==> src/rtl/ram_arbiter.sv <==
// ram_arbiter: shares one single-port RAM between three pipeline requesters
// (bit0 fetch, bit1 operand read, bit2 write stage). A winner is chosen in IDLE,
// holds the RAM for RAM_LAT cycles, then gets a one-cycle garant pulse.
// Build option: define ARB_RR_EN for round-robin arbitration; otherwise fixed
// priority bit2 > bit1 > bit0.
//
// state  | meaning
// IDLE   | waiting for a request; req sampled here only
// ACCESS | RAM strobed with the latched winner's access, counter running
// DONE   | one-cycle garant to the winner, read data presented
module ram_arbiter #(
    parameter int DATA_W  = 14,
    parameter int ADDR_W  = 12,
    parameter int RAM_LAT = 1
) (
    input  logic                clk,
    input  logic                reset,
    input  logic [2:0]          req,
    input  logic [2:0]          req_we,
    input  logic [3*ADDR_W-1:0] req_addr,
    input  logic [3*DATA_W-1:0] req_wdata,
    output logic [2:0]          garant,
    output logic [DATA_W-1:0]   rdata,
    output logic                mem_en,
    output logic                mem_we,
    output logic [ADDR_W-1:0]   mem_addr,
    output logic [DATA_W-1:0]   mem_wdata,
    input  logic [DATA_W-1:0]   mem_rdata
);

    typedef enum logic [1:0] {IDLE, ACCESS, DONE} state_t;

    state_t     state;
    logic [3:0] cnt;
    logic [1:0] win_idx;
    logic       win_we;
    logic [1:0] sel;

`ifdef ARB_RR_EN
    // rr_seen distinguishes "nobody served yet" from "index 0 served last", so the
    // first search after reset starts at requester 0.
    logic [1:0] rr_ptr;
    logic       rr_seen;
    logic [1:0] rr_start;
    int         rr_idx;

    // Round-robin pick: first requester found after the last served one.
    always_comb begin
        sel      = 2'd0;
        rr_idx   = 0;
        rr_start = rr_seen ? ((rr_ptr == 2'd2) ? 2'd0 : rr_ptr + 2'd1) : 2'd0;
        for (int k = 2; k >= 0; k--) begin
            rr_idx = (int'(rr_start) + k) % 3;
            if (req[rr_idx]) sel = rr_idx[1:0];
        end
    end
`else
    // Fixed priority pick: write stage first, then operand read, then fetch.
    always_comb begin
        sel = 2'd0;
        if (req[2])      sel = 2'd2;
        else if (req[1]) sel = 2'd1;
    end
`endif

    // Arbitration FSM; mem_addr/mem_wdata double as the latched winner fields.
    always_ff @(posedge clk or negedge reset) begin
        if (!reset) begin
            state     <= IDLE;
            cnt       <= 4'd0;
            win_idx   <= 2'd0;
            win_we    <= 1'b0;
            garant    <= 3'b000;
            rdata     <= '0;
            mem_en    <= 1'b0;
            mem_we    <= 1'b0;
            mem_addr  <= '0;
            mem_wdata <= '0;
`ifdef ARB_RR_EN
            rr_ptr    <= 2'd0;
            rr_seen   <= 1'b0;
`endif
        end else begin
            case (state)
                IDLE: begin
                    garant <= 3'b000;
                    mem_en <= 1'b0;
                    if (|req) begin
                        win_idx   <= sel;
                        win_we    <= req_we[sel];
                        mem_we    <= req_we[sel];
                        mem_addr  <= req_addr[sel*ADDR_W +: ADDR_W];
                        mem_wdata <= req_wdata[sel*DATA_W +: DATA_W];
                        cnt       <= 4'(RAM_LAT);
                        mem_en    <= 1'b1;
                        state     <= ACCESS;
`ifdef ARB_RR_EN
                        rr_ptr    <= sel;
                        rr_seen   <= 1'b1;
`endif
                    end
                end
                ACCESS: begin
                    cnt <= cnt - 4'd1;
                    if (cnt == 4'd1) begin
                        if (!win_we) rdata <= mem_rdata;
                        mem_en <= 1'b0;
                        mem_we <= 1'b0;
                        garant <= 3'b001 << win_idx;
                        state  <= DONE;
                    end
                end
                DONE: begin
                    garant <= 3'b000;
                    state  <= IDLE;
                end
                default: state <= IDLE;
            endcase
        end
    end

endmodule
==> config.mk <==
export PLATFORM = sky130hd
export DESIGN_NAME = ram_arbiter
export DESIGN_NICKNAME = d
export VERILOG_FILES = /design/src/rtl/ram_arbiter.sv
export SDC_FILE = /design/constraint.sdc
export NUM_CORES = 1
export LEC_CHECK = 0
export ABC_AREA = 1
export CAP_MARGIN = 40
export CORE_UTILIZATION = 37
export DETAILED_ROUTE_END_ITERATION = 8
export DONT_BUFFER_PORTS = 1
export GPL_TIMING_DRIVEN = 1
export MAX_ROUTING_LAYER = met4
export PLACE_DENSITY = 0.48
export SLEW_MARGIN = 20
export SYNTH_ARGS = -nofsm -noshare
export SYNTH_HDL_FRONTEND = slang
export SYNTH_SLANG_ARGS = --single-unit
==> constraint.sdc <==
create_clock -name clk -period 3 [get_ports clk]
set_input_delay 0.6 -clock clk [delete_from_list [all_inputs] [get_ports clk]]
set_output_delay 0.6 -clock clk [all_outputs]
set_load 0.01 [all_outputs]
* Yosys cells after proc, flatten, opt, wreduce, memory -nomap -nowiden
Cells that the tools add are included.
** Storage, ports and cells
- Bits in registers :: 54
- Input bits :: 100
- Output and inout port bits :: 45
- Logic and storage cells :: 51
** Operators by class
- $add $sub $neg :: 1
- $mul :: 2
- Order comparisons :: 1
- Equality and inequality tests :: 5
- Shift operators :: 3
- Mux-type cells :: 16
- Bitwise gates (word level) :: 1
- Reduce and logical (&&, ||, !) cells :: 12
** Operators with widths (number)
- $shiftx 42x7->14 :: 1
- $shiftx 36x7->12 :: 1
- $reduce_and 2->1 :: 5
- $pmux 4 s2 :: 1
- $mux 2 :: 3
- $pmux 3 s2 :: 1
- $reduce_and 3->1 :: 2
- $mul 2x3->5 const B :: 1
- $mux 1 :: 5
- $eq 4x1->1 const B :: 1
- $mul 2x2->4 const B :: 1
- $mux 4 :: 1
- $ne 2x2->1 const B :: 2
- $pmux 1 s2 :: 2
- $pmux 2 s2 :: 1
- $reduce_bool 2->1 :: 2
- $sub 4x1->4 const B :: 1
- $lt 2x3->1 const B :: 1
- $mux 3 :: 1
- $reduce_or 3->1 :: 1
- $shl 1x2->3 const A :: 1
- $bmux 1 s2 :: 1
- $eq 2x1->1 const B :: 1
- $eq 2x2->1 const B :: 1
- other kinds (3) :: 3

* Longest topological paths before layout
Gate-level depths: netlist of the first run.
- Depth in word-level cells :: 6
- Mapped depth :: 8
- Gate-level depth less buffers :: 7

* Least setup slack after synthesis of the first run
Ideal clock, no wire load.
- Path kind :: input to register
- Start :: in req[2]
- End :: reg mem_en
- Setup time :: 0.130 ns
- Arrival :: 1.212 ns
- Required time :: 2.870 ns
- Slack :: 1.658 ns
- Stages :: 5
- Cell sequence :: nor2_2 > nand2_1 > nand2_1 > buf_2 > o21ai_0
** Between the ends
- Cells in the longest elaborated chain, start to end :: 3
** Ends and longest elaborated chain
- start: declaration :: RTL line 18 : input logic [2:0] req,
- $reduce_or 3->1 :: RTL line 88 : if (|req) begin
- $mux 1 :: RTL line 88
- $pmux 1 s2 :: RTL line 84 : case (state)
- end signal: assignment :: RTL line 87 : mem_en <= 1'b0;
- end signal: assignment :: RTL line 95 : mem_en <= 1'b1;
- end signal: assignment :: RTL line 107 : mem_en <= 1'b0;
- end: declaration :: RTL line 24 : output logic mem_en,
No other way between the ends.
A chain may end at the register's enable or synchronous reset.

* Worst setup path in the final report of the first run
- Start :: reg state[0]
- End :: reg mem_wdata[5]
** Between the ends
- Cells in the longest elaborated chain, start to end :: 2
** Ends and longest elaborated chain
- start: declaration :: RTL line 33 : state_t state;
- start signal: assignment :: RTL line 69 : state <= IDLE;
- start signal: assignment :: RTL line 96 : state <= ACCESS;
- start signal: assignment :: RTL line 110 : state <= DONE;
- $logic_not 2->1 :: RTL line 84
- $reduce_and 2->1 (no line)
- end signal: assignment :: RTL line 93 : mem_wdata <= req_wdata[sel*DATA_W +: DATA_W];
- end: declaration :: RTL line 27 : output logic [DATA_W-1:0] mem_wdata,
No other way between the ends.

==> key figures, run 1 <==
Outcome
  – Status: completed

Final layout
  – Final #Nets: 460
  – Commonest cells after routing, fill and taps aside: 157 x nand2_1, 81 x nand3_1, 54 x dfrtp_1
  – Ratio of cells with drive above 1 in the final layout: 0.100
  – Diode count: 0
  – Most common cell after layout, fill and taps aside: nand2_1
  – Synth-to-Final Area Change: 4.66%
  – Post-route insts no fill: 458

Timing
  – RSZ-0062 raised after global routing: false
  – Final Critical Period: 1690 ps
  – Max Transition Viols Final: 0
  – Clock Skew: 8.85 ps
  – FMAX: 592 MHz
  – Worst hold margin: roughly 130 ps
  – Slew @ Worst Pin: 719 ps
  – Slew headroom: 0.520
  – Setup ws final: 1310 ps
  – Final hold vios: 0
  – Fin crit share: 0.563
  – Total Neg Setup Slack: 0 ps
  – Final setup vio count: 0

Synthesis
  – Synth warnings: 0
  – Syn_nets: 470
  – Seq/Total Area, Yosys: 0.479
  – FF+latch count, synth: 54
  – Distinct cells, synth: 21
  – Mapped Area: 2820 sq um
  – Synth Instances: 368
  – Avg Cell Area, Syn: 7.67 sq um

Route
  – Drt drc: 0
  – Post-Route WL: about 6600 microns
  – Routed Antenna Nets: 0
  – Wirelength per Cell: ~14 microns
  – TritonRoute pass-1 iters: 4
  – Vias/cell: 4.93
  – Detailed-route via count: 2259
  – Iteration-0 DRC Markers: 112

Clocking
  – Count of hold-fix buffers inserted at cts: 1
  – Clk pin slew, worst setup/hold paths: 100 ps
  – H-tree levels: 2
  – CTS resizes: 0
  – Postcts setup bufs: 0
  – Clk root buf: clkbuf_8
  – CTS Sinks: 54
  – Clock Tree Buf Depth: 2
  – Worst-skew pair later-pin latency: 310 ps
  – TritonCTS buffer count: 5
  – CTS tree: built

Floorplanning
  – Core area: 7330 sq um
  – Die ar.: ~8000 sq um
  – DIE HEIGHT: 89.3 microns
  – I/O pin cnt: 145
  – Chip Width: roughly 89 microns
  – Core Rows: 31
  – Starting Density: 0.385

GRT
  – Number of global-route vias before repair: 1956
  – Largest net degree at the start of global routing: 57
  – First-pass GRT wire length: 9930 microns
  – Initial antenna violation count: 0
  – GRT Resource Usage Total: 0.168
  – Remaining global-route overflow: 0

Critical path
  – CP Launch Type: flop
  – WS Path Type: reg -> reg
  – Buffers & Inverters on Critical Path: 1
  – Worst path most repeated cell: nand2_1
  – Worst stage delay on the critical path: approximately 460 ps
  – CP required: around 3200 ps
  – Worst-path fanout max: 19
  – CP max-delay cell: dfrtp_1
  – CP Capture Type: flop
  – Crit path DAT: 1890 ps
  – Crit-path leading delay family: simple AND/OR/NAND/NOR gates
  – Ordered cell list for the critical path: nor2_1 -> nand2_1 -> buf_4 -> nand2_1 -> nand2_1

Placement
  – Final Wtd Congestion: 0.732
  – I/O Buffers: 0
  – Pre-CTS setup slack: 1130 ps
  – # placed instances: ~450
  – DP Wirelength: 4720 microns

Power
  – Flop pwr share: 0.515
  – P_int: around 1.6 mW
  – Leak Pwr: 1.51 nW
  – Power Total: just under 3 mW
  – Pwr per Cell Area: approximately 990 nW/um^2
  – Switching power: 1.34 mW
  – Combinational fraction of design power: 0.342
  – Switching share of power: 0.458
  – Maximum VDD drop: 0.291 mV
  – Clk pwr share: 0.143

Worst hold path
  – Worst Hold Class: in -> async

Job
  – Max-cap viol count: 0
metal layers:
metal | global-route usage | share of wire | up-vias
li1 | - | - | 1146
met1 | 0.218 | 0.44 | 1009
met2 | 0.255 | 0.46 | 97
met3 | 0.0517 | 0.086 | 7
met4 | 0.0447 | 0.013 | 0
met5 | - | 0 | -
final timing paths:
kind,from,end,slack [ps],cells past startpoint
min in group clk,mem_rdata[2],rdata[2],420,2
setup / recovery,state[0],mem_wdata[5],1310,5
setup reg to reg,state[0],mem_wdata[5],1310,5
max in group asynchronous,reset,mem_wdata[6],2630,1
hold / removal,reset,cnt[3],130,1
hold reg to reg,win_idx[0],garant[1],520,2
cell usage after synthesis:
cell | number | area (sq um)
xor2_1 | 1 | 8.76
nand3_1 | 81 | 405
o21ai_0 | 4 | 20.0
ha_1 | 2 | 25.0
nand2_1 | 157 | 589
inv_1 | 8 | 30.0
nor2_1 | 5 | 18.8
or2_1 | 5 | 31.3
nor2_2 | 1 | 6.26
nand2_2 | 2 | 12.5
a21oi_4 | 1 | 16.3
nor2_8 | 1 | 20.0
buf_6 | 3 | 33.8
nand2_4 | 1 | 11.3
inv_2 | 3 | 11.3
or2_0 | 6 | 37.5
or2_2 | 17 | 106
buf_4 | 4 | 30.0
buf_2 | 9 | 45.0
dfrtp_1 | 54 | 1350
clkbuf_1 | 3 | 11.3
registers in the layout, summed over array words and instances, names as in the netlist:
register / flops
win_idx: 2
win_we: 1
state: 2
mem_addr: 12
mem_wdata: 14
garant: 3
cnt: 4
mem_en: 1
mem_we: 1
rdata: 14
cell type report:
| class | count | area [sq um] |
|---|---|---|
| clock inverters | 3 | 23.8 |
| well taps | 99 | 124 |
| clock buffers | 5 | 68.8 |
| flip-flops and latches | 54 | 1350 |
| inverters | 11 | 41.3 |
| fillers | 756 | 4380 |
| repair buffers | 2 | 35.0 |
| multi-input cells | 284 | 1310 |
worst register-to-register path: cells and delay by family (launching register included):
| family | cells | cell delay, ps |
|---|---|---|
| buffers and inverters | 1 | 360 |
| flip-flops | 1 | 460 |
| AND/OR/NAND/NOR | 4 | 770 |
power groups by stage:
stage / combinational, mW / sequential (mW) / clock, mW
floorplan: 0.891 / 1.43 / 0
global placement: 0.994 / 1.54 / 0
detailed placement: 1.02 / 1.53 / 0
CTS: 1.04 / 1.52 / 0.440
global route: 1.19 / 1.56 / 0.476
finish: 1.00 / 1.51 / 0.421
stage by stage:
| stage | utilization | instance area (sq um) |
|---|---|---|
| after floorplan | - | 2820 |
| after global placement | 0.386 | 2830 |
| after detailed placement | 0.386 | 2830 |
| after CTS | 0.403 | 2950 |
| after global routing | 0.403 | 2950 |
| final | 0.403 | 2950 |
cell families (layout without fill, tap and decap cells):
kind of cell / count (synthesis) / count (layout) / share of synthesized area
buffers and inverters: 30 / 21 / 0.0572
AOI/OAI and AO/OA: 5 / 5 / 0.0129
DFF: 54 / 54 / 0.479
adders and majority gates: 2 / 2 / 0.00887
xor gates and xnor gates: 1 / 1 / 0.00310
and+or+nand+nor: 276 / 276 / 0.439
Note: power is estimated with default switching activity, not from simulation.
==> inputs of run 2 (changes only) <==
- PLACE_DENSITY: 0.48 -> 0.5
- clock period: 3 -> 1.4 ns (I/O delays scaled with it)
==> run 2 against run 1 <==
Net effect: the run now ends with hold timing left; design area up 3.0%; clock skew is 1.5 ps higher; register-to-register slack worse by 1200 ps; first-iteration DRC count fell by 29%; maximum frequency up 35%; wire length up 1.0%; global-route usage rose by 0.34 points; clock power is 110% higher; sequential power grew 110%; critical path type unchanged; largest power group unchanged; highest routed layer unchanged.
==> key figures, run 2 (synthesis gave the netlist of run 1 again) <==
Final layout
  – Ratio of cells with drive above 1 in the final layout: 0.122
  – Most common cell after layout, fill and taps aside: nand2_1
  – Multi-input combinational cell area: 1310 sq um
  – Register area: 1350 sq um
  – Core Util, Final: 0.415
  – Synth-to-Final Area Change: 7.76%
  – Post-route insts no fill: 467
  – Commonest cells after routing, fill and taps aside: 157 x nand2_1, 81 x nand3_1, 54 x dfrtp_1
  – Diode count: 0
  – # fillers: roughly 750
  – Top flop regs: mem_wdata (14), rdata (14), mem_addr (12)
  – Final Instance Area: ~3000 sq um
  – Final #Nets: 469

Timing
  – Final Critical Period: 1250 ps
  – Final setup vio count: 0
  – Worst hold margin: -345 ps
  – Clock Skew: 10.4 ps
  – RSZ-0062 raised after global routing: false
  – Setup ws final: ~150 ps
  – Final hold vios: 54
  – Slew headroom: 0.688
  – Total Neg Setup Slack: 0 ps
  – FMAX: 798 MHz
  – Slew @ Worst Pin: 467 ps
  – Max Transition Viols Final: 0
  – Fin crit share: 0.895

Placement
  – Area after DPL: 2950 sq um
  – Pre-CTS setup slack: 153 ps
  – DP Wirelength: 4840 microns
  – Final Wtd Congestion: 0.822
  – I/O Buffers: 0
  – # placed instances: ~460

Critical path
  – Worst R2R End: mem_wdata[12]
  – R2R Setup Slk: around 150 ps
  – CP required: roughly 1600 ps
  – Worst reg-to-reg path cell count: 6
  – Crit path DAT: 1490 ps
  – Reg-to-reg startpoint: state[1]
  – CP Capture Type: flop
  – CP Launch Type: flop
  – WS Path Type: reg -> reg
  – Worst-path fanout max: 17

GRT
  – GRT busiest layer: met2
  – GR Util met1: 0.203
  – GRT Resource Usage Total: 0.172
  – Largest net degree at the start of global routing: 55
  – Met2 usage: 0.296
  – GR Util met3: 0.0351
  – First-pass GRT wire length: 10100 microns
  – Number of global-route vias before repair: 2168
  – Remaining global-route overflow: 0
  – Initial antenna violation count: 0

Clocking
  – CTS tree: built
  – Worst-skew pair later-pin latency: 300 ps
  – Clk root buf: clkbuf_8
  – Clock Tree Buf Depth: 2
  – H-tree levels: 2
  – Clk pin slew, worst setup/hold paths: 100 ps
  – Postcts setup bufs: 0
  – CTS Sinks: 54
  – TritonCTS buffer count: 5

Job
  – Max-cap viol count: 0

Floorplanning
  – Core area: around 7300 sq um
  – I/O pin cnt: 145
  – Chip Width: about 89 microns
  – Core Rows: 31
  – Starting Density: 0.385
  – DIE HEIGHT: 89.3 microns
  – Die ar.: around 8000 sq um

Power
  – Pwr per Cell Area: 2170 nW/um^2
  – Maximum VDD drop: roughly 0.67 mV
  – Power Total: 6.61 mW
  – Leak Pwr: 1.56 nW

Route
  – TritonRoute pass-1 iters: 4
  – Drt drc: 0
  – Vias/cell: about 5.0
  – Detailed-route via count: 2331
  – Routed Antenna Nets: 0
  – Iteration-0 DRC Markers: 79
  – Wirelength per Cell: 14.3 microns
  – Post-Route WL: 6670 microns

Outcome
  – Status: complete, but fails checks
  – Violated checks: hold timing

Worst hold path
  – Worst Hold Class: in -> async
[run 2: worst max path at each step]
stage | startpoint | endpoint | slack, ps | cells past startpoint
after CTS | cnt[1] | rdata[1] | 120 | 7
after global placement | cnt[1] | rdata[1] | 150 | 7
after global routing | cnt[1] | garant[1] | 10 | 6
after floorplan | cnt[1] | rdata[0] | 170 | 8
final | state[1] | mem_wdata[12] | 150 | 6
after detailed placement | cnt[1] | rdata[1] | 150 | 7
[run 2: layer usage]
| layer | part of all wire | vias up |
|---|---|---|
| li1 | - | 1162 |
| met1 | 0.43 | 1073 |
| met2 | 0.50 | 90 |
| met3 | 0.071 | 6 |
| met4 | 0.0080 | 0 |
| met5 | 0 | - |
[run 2: timing repair]
action / CTS / global route
gates resized for setup: 0 / 3
endpoints found under the setup margin: 0 / 7
hold endpoints to repair: 54 / 54
[run 2: worst max-delay path: stages (launching register included)]
cell,delay [ps]
dfrtp_1,420
inv_1,130
nand2_2,100
a21oi_4,220
buf_12,180
nand3_1,90
nand2_1,60
[run 2: power by group]
group          switching (mW)  internal, mW
clock                   0.498         0.401
combinational            1.50         0.998
sequential              0.875          2.33
[run 2: cell type report]
cell class                 instances  share of cell area
tap                               99              0.0407
clock buffer                       7              0.0284
inverter                          11              0.0136
sequential                        54               0.444
timing repair buffer              11              0.0407
multi-input combinational        284               0.430
clock inverter                     1             0.00165
